==> config.mk <==
export PLATFORM = sky130hd
export DESIGN_NAME = muldiv_unit
export DESIGN_NICKNAME = d
export VERILOG_FILES = /design/src/rtl/muldiv_pkg.sv /design/src/rtl/muldiv_core.sv /design/src/rtl/muldiv_unit.sv
export SDC_FILE = /design/constraint.sdc
export NUM_CORES = 1
export LEC_CHECK = 0
export CAP_MARGIN = 10
export CORE_MARGIN = 4
export CORE_UTILIZATION = 30
export DETAILED_ROUTE_END_ITERATION = 8
export DONT_BUFFER_PORTS = 1
export PLACE_DENSITY_LB_ADDON = 0.15
export SYNTH_ARGS = -nofsm -noshare
export SYNTH_HDL_FRONTEND = slang
export SYNTH_SLANG_ARGS = --single-unit
==> constraint.sdc <==
create_clock -name clk -period 4.2 [get_ports clk]
set_clock_uncertainty 0.15 [all_clocks]
set_input_delay 0.42 -clock clk [delete_from_list [all_inputs] [get_ports clk]]
set_output_delay 0.42 -clock clk [all_outputs]
set_load 0.005 [all_outputs]
==> src/rtl/muldiv_pkg.sv <==
// Shared encodings and constants for the iterative RV32M multiply/divide unit.
package muldiv_pkg;

    localparam int unsigned MD_XLEN = 32;

    // Special-case results for divide-by-zero and signed overflow
    localparam logic [MD_XLEN-1:0] ALL_ONES = 32'hFFFF_FFFF;
    localparam logic [MD_XLEN-1:0] INT_MIN  = 32'h8000_0000;

    // funct3 encodings of the M extension
    typedef enum logic [2:0] {
        OpMul    = 3'd0,
        OpMulh   = 3'd1,
        OpMulhsu = 3'd2,
        OpMulhu  = 3'd3,
        OpDiv    = 3'd4,
        OpDivu   = 3'd5,
        OpRem    = 3'd6,
        OpRemu   = 3'd7
    } op_e;

    typedef enum logic [1:0] {
        StIdle = 2'd0,
        StCalc = 2'd1,
        StFix  = 2'd2,
        StDone = 2'd3
    } state_e;

endpackage

==> src/rtl/muldiv_core.sv <==
// Datapath: 64-bit accumulator doing one shift-add (multiply) or one
// restoring-subtract (divide) step per cycle on unsigned magnitudes.
// Multiply: acc starts as {0, multiplier}; the low half drains out as the
// product shifts in. Divide: acc starts as {0, dividend}; the high half holds
// the partial remainder and the low half collects quotient bits.
module muldiv_core #(
    parameter int unsigned XLEN = 32
) (
    input  logic              clk,
    input  logic              rst,
    input  logic              load,
    input  logic              step,
    input  logic              is_div,
    input  logic [XLEN-1:0]   a_mag,
    input  logic [XLEN-1:0]   b_mag,
    output logic [2*XLEN-1:0] acc
);

    logic [XLEN-1:0]   opnd;
    logic              div_mode;
    logic [2*XLEN-1:0] acc_next;
    logic [XLEN:0]     sum;
    logic [XLEN:0]     rem_sh;
    logic [XLEN+1:0]   diff;

    // Next accumulator value: initial load or one iteration step
    always_comb begin
        acc_next = acc;
        sum      = {1'b0, acc[2*XLEN-1:XLEN]} + (acc[0] ? {1'b0, opnd} : '0);
        rem_sh   = acc[2*XLEN-1:XLEN-1];
        diff     = {1'b0, rem_sh} - {2'b00, opnd};
        if (load) begin
            acc_next = is_div ? {{XLEN{1'b0}}, a_mag} : {{XLEN{1'b0}}, b_mag};
        end else if (step) begin
            if (div_mode) begin
                // Keep the difference only when it did not go negative
                if (!diff[XLEN+1]) begin
                    acc_next = {diff[XLEN-1:0], acc[XLEN-2:0], 1'b1};
                end else begin
                    acc_next = {rem_sh[XLEN-1:0], acc[XLEN-2:0], 1'b0};
                end
            end else begin
                acc_next = {sum, acc[XLEN-1:1]};
            end
        end
    end

    // Accumulator and the operand held for the whole iteration
    always_ff @(posedge clk or negedge rst) begin
        if (!rst) begin
            acc      <= '0;
            opnd     <= '0;
            div_mode <= 1'b0;
        end else begin
            acc <= acc_next;
            if (load) begin
                opnd     <= is_div ? b_mag : a_mag;
                div_mode <= is_div;
            end
        end
    end

endmodule

==> src/rtl/muldiv_unit.sv <==
// RV32M multiply/divide unit: FSM, handshakes, sign handling and result
// selection around the iterative muldiv_core datapath.
module muldiv_unit
    import muldiv_pkg::*;
#(
    parameter int unsigned XLEN  = MD_XLEN,
    parameter int unsigned CNT_W = 6
) (
    input  logic            clk,
    input  logic            rst,
    input  logic            in_valid,
    output logic            in_ready,
    input  logic [2:0]      in_op,
    input  logic [XLEN-1:0] in_a,
    input  logic [XLEN-1:0] in_b,
    input  logic [4:0]      in_rd,
    input  logic            flush,
    output logic            out_valid,
    input  logic            out_ready,
    output logic [XLEN-1:0] out_result,
    output logic [4:0]      out_rd
);

    localparam logic [CNT_W-1:0] LAST = CNT_W'(XLEN - 1);

    state_e            state;
    logic [CNT_W-1:0]  cnt;
    op_e               op_q;
    logic [4:0]        rd_q;
    logic              sign_diff_q;
    logic              a_neg_q;
    logic              div_zero_q;
    logic              ovf_q;
    logic [XLEN-1:0]   a_raw_q;

    logic              a_signed, b_signed, a_neg, b_neg;
    logic [XLEN-1:0]   a_mag, b_mag;
    logic              load, step;
    logic [2*XLEN-1:0] acc;
    logic [2*XLEN-1:0] prod_s;
    logic [XLEN-1:0]   quo_s, rem_s, fix_result;

    assign in_ready = (state == StIdle);
    assign load     = (state == StIdle) && in_valid && !flush;
    assign step     = (state == StCalc) && !flush;

    // Operand sign classification and magnitudes for the incoming request
    always_comb begin
        a_signed = (in_op == OpMulh) || (in_op == OpMulhsu) || (in_op == OpDiv) || (in_op == OpRem);
        b_signed = (in_op == OpMulh) || (in_op == OpDiv) || (in_op == OpRem);
        a_neg    = a_signed && in_a[XLEN-1];
        b_neg    = b_signed && in_b[XLEN-1];
        a_mag    = a_neg ? -in_a : in_a;
        b_mag    = b_neg ? -in_b : in_b;
    end

    muldiv_core #(
        .XLEN(XLEN)
    ) u_core (
        .clk   (clk),
        .rst   (rst),
        .load  (load),
        .step  (step),
        .is_div(in_op[2]),
        .a_mag (a_mag),
        .b_mag (b_mag),
        .acc   (acc)
    );

    // Sign fix-up, special-case override and result select
    always_comb begin
        prod_s = sign_diff_q ? -acc : acc;
        quo_s  = sign_diff_q ? -acc[XLEN-1:0] : acc[XLEN-1:0];
        rem_s  = a_neg_q ? -acc[2*XLEN-1:XLEN] : acc[2*XLEN-1:XLEN];
        if (div_zero_q) begin
            quo_s = XLEN'(ALL_ONES);
            rem_s = a_raw_q;
        end else if (ovf_q) begin
            quo_s = XLEN'(INT_MIN);
            rem_s = '0;
        end
        case (op_q)
            OpMul:                      fix_result = prod_s[XLEN-1:0];
            OpMulh, OpMulhsu, OpMulhu:  fix_result = prod_s[2*XLEN-1:XLEN];
            OpDiv, OpDivu:              fix_result = quo_s;
            default:                    fix_result = rem_s;
        endcase
    end

    // Control FSM with registered outputs. DONE spends one edge raising
    // out_valid so every result appears exactly 34 edges after acceptance.
    always_ff @(posedge clk or negedge rst) begin
        if (!rst) begin
            state       <= StIdle;
            cnt         <= '0;
            op_q        <= OpMul;
            rd_q        <= '0;
            sign_diff_q <= 1'b0;
            a_neg_q     <= 1'b0;
            div_zero_q  <= 1'b0;
            ovf_q       <= 1'b0;
            a_raw_q     <= '0;
            out_valid   <= 1'b0;
            out_result  <= '0;
            out_rd      <= '0;
        end else if (flush) begin
            state     <= StIdle;
            out_valid <= 1'b0;
        end else begin
            case (state)
                StIdle: begin
                    if (in_valid) begin
                        op_q        <= op_e'(in_op);
                        rd_q        <= in_rd;
                        sign_diff_q <= a_neg ^ b_neg;
                        a_neg_q     <= a_neg;
                        div_zero_q  <= (in_b == '0);
                        ovf_q       <= ((in_op == OpDiv) || (in_op == OpRem)) &&
                                       (in_a == XLEN'(INT_MIN)) && (in_b == XLEN'(ALL_ONES));
                        a_raw_q     <= in_a;
                        cnt         <= '0;
                        state       <= StCalc;
                    end
                end
                StCalc: begin
                    cnt <= cnt + CNT_W'(1);
                    if (cnt == LAST) begin
                        state <= StFix;
                    end
                end
                StFix: begin
                    out_result <= fix_result;
                    out_rd     <= rd_q;
                    state      <= StDone;
                end
                StDone: begin
                    if (!out_valid) begin
                        out_valid <= 1'b1;
                    end else if (out_ready) begin
                        out_valid <= 1'b0;
                        state     <= StIdle;
                    end
                end
                default: state <= StIdle;
            endcase
        end
    end

endmodule

==> summary.md <==
| Metric | Value |
|---|---|
| RR Endpoint | u_core.acc[0] |
| Final WL | a little under 70,000 microns |
| Max-Cap Viols | 0 |
| RSZ-0062 raised after global routing | no |
| Crit Path Class | reg2reg |
| DP Wirelength | about 52,000 microns |
| Core area | 53,810 sq um |
| Initial Utilization | between 30 and 40% |
| DRT iter0 DRCs | 1,570 |
| Synthesized area per cell | a little under 8 sq um |
| Setup TNS | 0 ns |
| Unique masters post-synth | 77 |
| Hold-fix buffers, CTS | 46 |
| Row count | 85 |
| Worst R2R Setup Slack | about 0.3 ns |
| Clk sinks | approximately 190 |
| Nets@finish | 2,230 |
| Flops & latches, synth | 187 |
| Cell type with the largest total area after synthesis | dfrtp_1 |
| Worst Path Buf+Inv | 1 |
| Worst EP required | roughly 4.4 ns |
| Residual DRC count | 0 |
| Slowest Stage Delay on Critical Path | between 0.5 and 0.6 ns |
| Pleak | 0.007719 uW |
| Clk Latency, worst-skew pair | around 0.51 ns |
| Initial antenna violation count | 2 |
| I/O Buffers | 0 |
| FFs w/ async S/R, synth | 100.0% |
| Max_slew headroom | about a fifth |
| Worst Setup Start Kind | register |
| Largest net degree at the start of global routing | 188 |
| Worst-path maximum fanout | 12 |
| Minimum clock period | 3.899 ns |
| Clk buf depth | 2 |
| Hold Crit Class | in2async |
| Layout cell share with drive strength beyond 1 | 6.603% |
| H-Tree Depth | 4 |
| Power Density | 875.4 nW/um^2 |
| Critical path's top delay family | compound AO/OA/AOI/OAI gates |
| Die Y | 241.1 microns |
| Fmax achieved | ~0.26 GHz |
| Detail Route Antenna Nets | 0 |
| Clock slew at reported path FFs | 0.09 ns |
| Cells after synthesis | between 2,000 and 2,500 |
| Placed cells | about 2,700 |
| Routed vias/inst | 5.771 |
| Cell Chain, Critical Path | ha_1 > a2111o_1 > o21ai_0 > a21oi_2 > a41oi_2 > o21a_1 > buf_4 > a21oi_1 > a211oi_1 > a21oi_1 |
| Status | finished, violations left |
| Worst EP arrival | approximately 4.1 ns |
| Grt ovf | 0 |
| CTS Root Cell | clkbuf_16 |
| Slowest-stage cell, CP | dfrtp_1 |
| Net count after synthesis | approximately 2,300 |
| Worst-Margin Slew | between 1 and 1.5 ns |
| Final setup violating endpoints | 0 |
| Routed WL per cell | ~25 microns |
| CTS tree | built |
| Failing checks | negative hold slack |
| Ranking of synthesized cells by area | dfrtp_1 (29%), nand2_1 (7.3%), o21ai_0 (5.9%), xnor2_1 (5.9%), ha_1 (5.7%) |
| Die area | a little under 60,000 sq um |
| Critical path capture point type | register |
| Pins Over Slew Limit | 0 |
| Area share of the largest cell type after synthesis | around 29% |
| Gr usage total | 23.14% |
| Layout Cells excl Fill | between 2,000 and 3,000 |
| Number of global-route vias before repair | roughly 15,000 |
| IO Pins | ~120 |
| First-pass GRT wire length | approximately 100,000 microns |
| Maximum vdd drop | between 400 and 500 uV |
| Hold Slack | -0.5279 ns |
| Cell mode on critical path | a21oi_1 |
| CTS Buf Count | 17 |
| Area growth syn-to-layout | 11.87% |
| Post-synth EDFFs | 0 |
| First-pass detailed-route iteration total | 5 |
| Register area share after synthesis | 28.71% |
| Critical path origin | u_core.acc[37] |
| Fin. Hold Viols | ~190 |
| Vias | ~16,000 |
| Final GP Congestion | approximately 0.96 |
| Worst reg2reg path depth | 10 |
| Pwr Total | 15,960 uW |
| Cell area after synthesis | roughly 16,000 sq um |
| Die span in x | around 240 microns |
| Top_reg_cell synth | dfrtp_1 |
| Critical R2R Launch | u_core.acc[37] |
| Yosys warning count | 0 |
| Period utilisation layout | between 90 and 100% |
-- stage by stage --
| stage | area, sq um | hold WS [ns] | utilization [%] | setup WS, ns |
|---|---|---|---|---|
| global route | 18230 | -0.5605 | 33.88 | 0.03662 |
| finish | 18240 | -0.5279 | 33.89 | 0.3013 |
| CTS | 18210 | -0.5622 | 33.83 | 0.1369 |
| floorplan | 16300 | -0.02559 | - | 0.5438 |
| detailed placement | 17130 | -0.002315 | 31.83 | 0.1647 |
| global placement | 17130 | -0.003473 | 31.83 | 0.1525 |
-- report_power, final --
part | total, uW | switching (uW) | internal, uW | leakage [uW]
Clock | 1740 | 938 | 803 | 0.000287
Sequential | 3850 | 1240 | 2610 | 0.00236
Combinational | 10400 | 6490 | 3880 | 0.00507
-- how the worst max path moves through the flow --
stage,slack (ns),depth (start not counted),to
after global routing,0.04,13,u_core.acc[62]
after detailed placement,0.16,13,u_core.acc[62]
after CTS,0.14,13,u_core.acc[62]
final,0.30,10,u_core.acc[0]
after global placement,0.15,13,u_core.acc[62]
after floorplan,0.54,13,u_core.acc[62]
-- layer usage --
metal | wire length (microns) | global-route usage (%) | up-vias | part of all wire, %
li1 | - | - | 7485 | -
met1 | 31760 | 33.37 | 7939 | 46
met2 | 29380 | 34.41 | 575 | 43
met3 | 5152 | 5.131 | 83 | 7.5
met4 | 2247 | 7.442 | 2 | 3.3
met5 | 13 | 0 | - | 0.019
-- cell type report --
class / count / area [sq um]
Fill cell: 5754 / 35580
Clock inverter: 15 / 181.4
Multi-Input combinational cell: 1699 / 10860
Sequential cell: 187 / 4681
Antenna cell: 1 / 2.502
Inverter: 64 / 240.2
Tap cell: 696 / 870.8
Timing Repair Buffer: 108 / 973.4
Clock buffer: 17 / 425.4
-- worst reg2reg max path: stages, from the launching register on --
cell	delay, ns
dfrtp_1	0.52
ha_1	0.41
a2111o_1	0.43
o21ai_0	0.52
a21oi_2	0.21
a41oi_2	0.43
o21a_1	0.39
buf_4	0.27
a21oi_1	0.09
a211oi_1	0.28
a21oi_1	0.06
-- kinds of logic after synthesis --
group / after synthesis / share of synthesized area [%]
XOR/XNOR: 201 / 10.80
buffers and inverters: 215 / 4.989
multiplexers: 66 / 4.083
flip-flops: 187 / 28.71
AND/OR/NAND/NOR: 703 / 19.58
AO/OA/AOI/OAI: 653 / 25.92
adder cells (fa/ha/maj): 76 / 5.925
-- flip-flops by register name (all words and copies together), names as in the netlist --
signal           count
u_core.acc          64
a_raw_q             32
out_result          32
u_core.opnd         32
cnt                  6
out_rd               5
rd_q                 5
op_q                 3
state                2
a_neg_q              1
div_zero_q           1
out_valid            1
ovf_q                1
sign_diff_q          1
u_core.div_mode      1
-- synthesized netlist by cell type, types with 5 or more instances --
cell,number
nand2_1,319
o21ai_0,191
dfrtp_1,187
nor2_1,182
a21oi_1,148
clkbuf_1,129
xnor2_1,109
xor2_1,92
ha_1,74
inv_1,64
mux2i_1,62
o211ai_1,54
o31ai_1,37
nor3_1,27
a21o_1,26
or3_1,26
a221oi_1,25
nand3_1,25
a211oi_1,24
buf_1,19
nand4_1,19
o221ai_1,16
nand2b_1,14
o21ai_1,14
o41ai_1,14
a22o_1,13
nor4_1,13
or4_1,13
nor2b_1,12
a22oi_1,11
and2_1,10
o21bai_1,10
or2_2,9
a31oi_1,8
o211a_1,8
a41oi_1,7
o21a_1,7
o31a_1,5
-- placed cells by master, fill, tap and decap left out, types with 13 or more instances in the layout --
cell / n
nand2_1: 319
o21ai_0: 191
dfrtp_1: 186
nor2_1: 180
a21oi_1: 147
xnor2_1: 109
xor2_1: 92
ha_1: 74
inv_1: 64
mux2i_1: 62
buf_4: 59
o211ai_1: 54
dlygate4sd3_1: 45
o31ai_1: 37
nor3_1: 27
a21o_1: 26
or3_1: 26
a221oi_1: 25
nand3_1: 25
a211oi_1: 24
nand4_1: 19
clkbuf_16: 17
o221ai_1: 16
o21ai_1: 14
o41ai_1: 14
nand2b_1: 13
nor4_1: 13
a22o_1: 13
or4_1: 13
-- repair_timing --
action                                  in CTS  in global routing
buffers inserted                             0                  0
hold endpoints to repair                   266                187
resized for setup                            0                  4
endpoints found under the setup margin       0                 14
(Power assumes the default switching activity.)
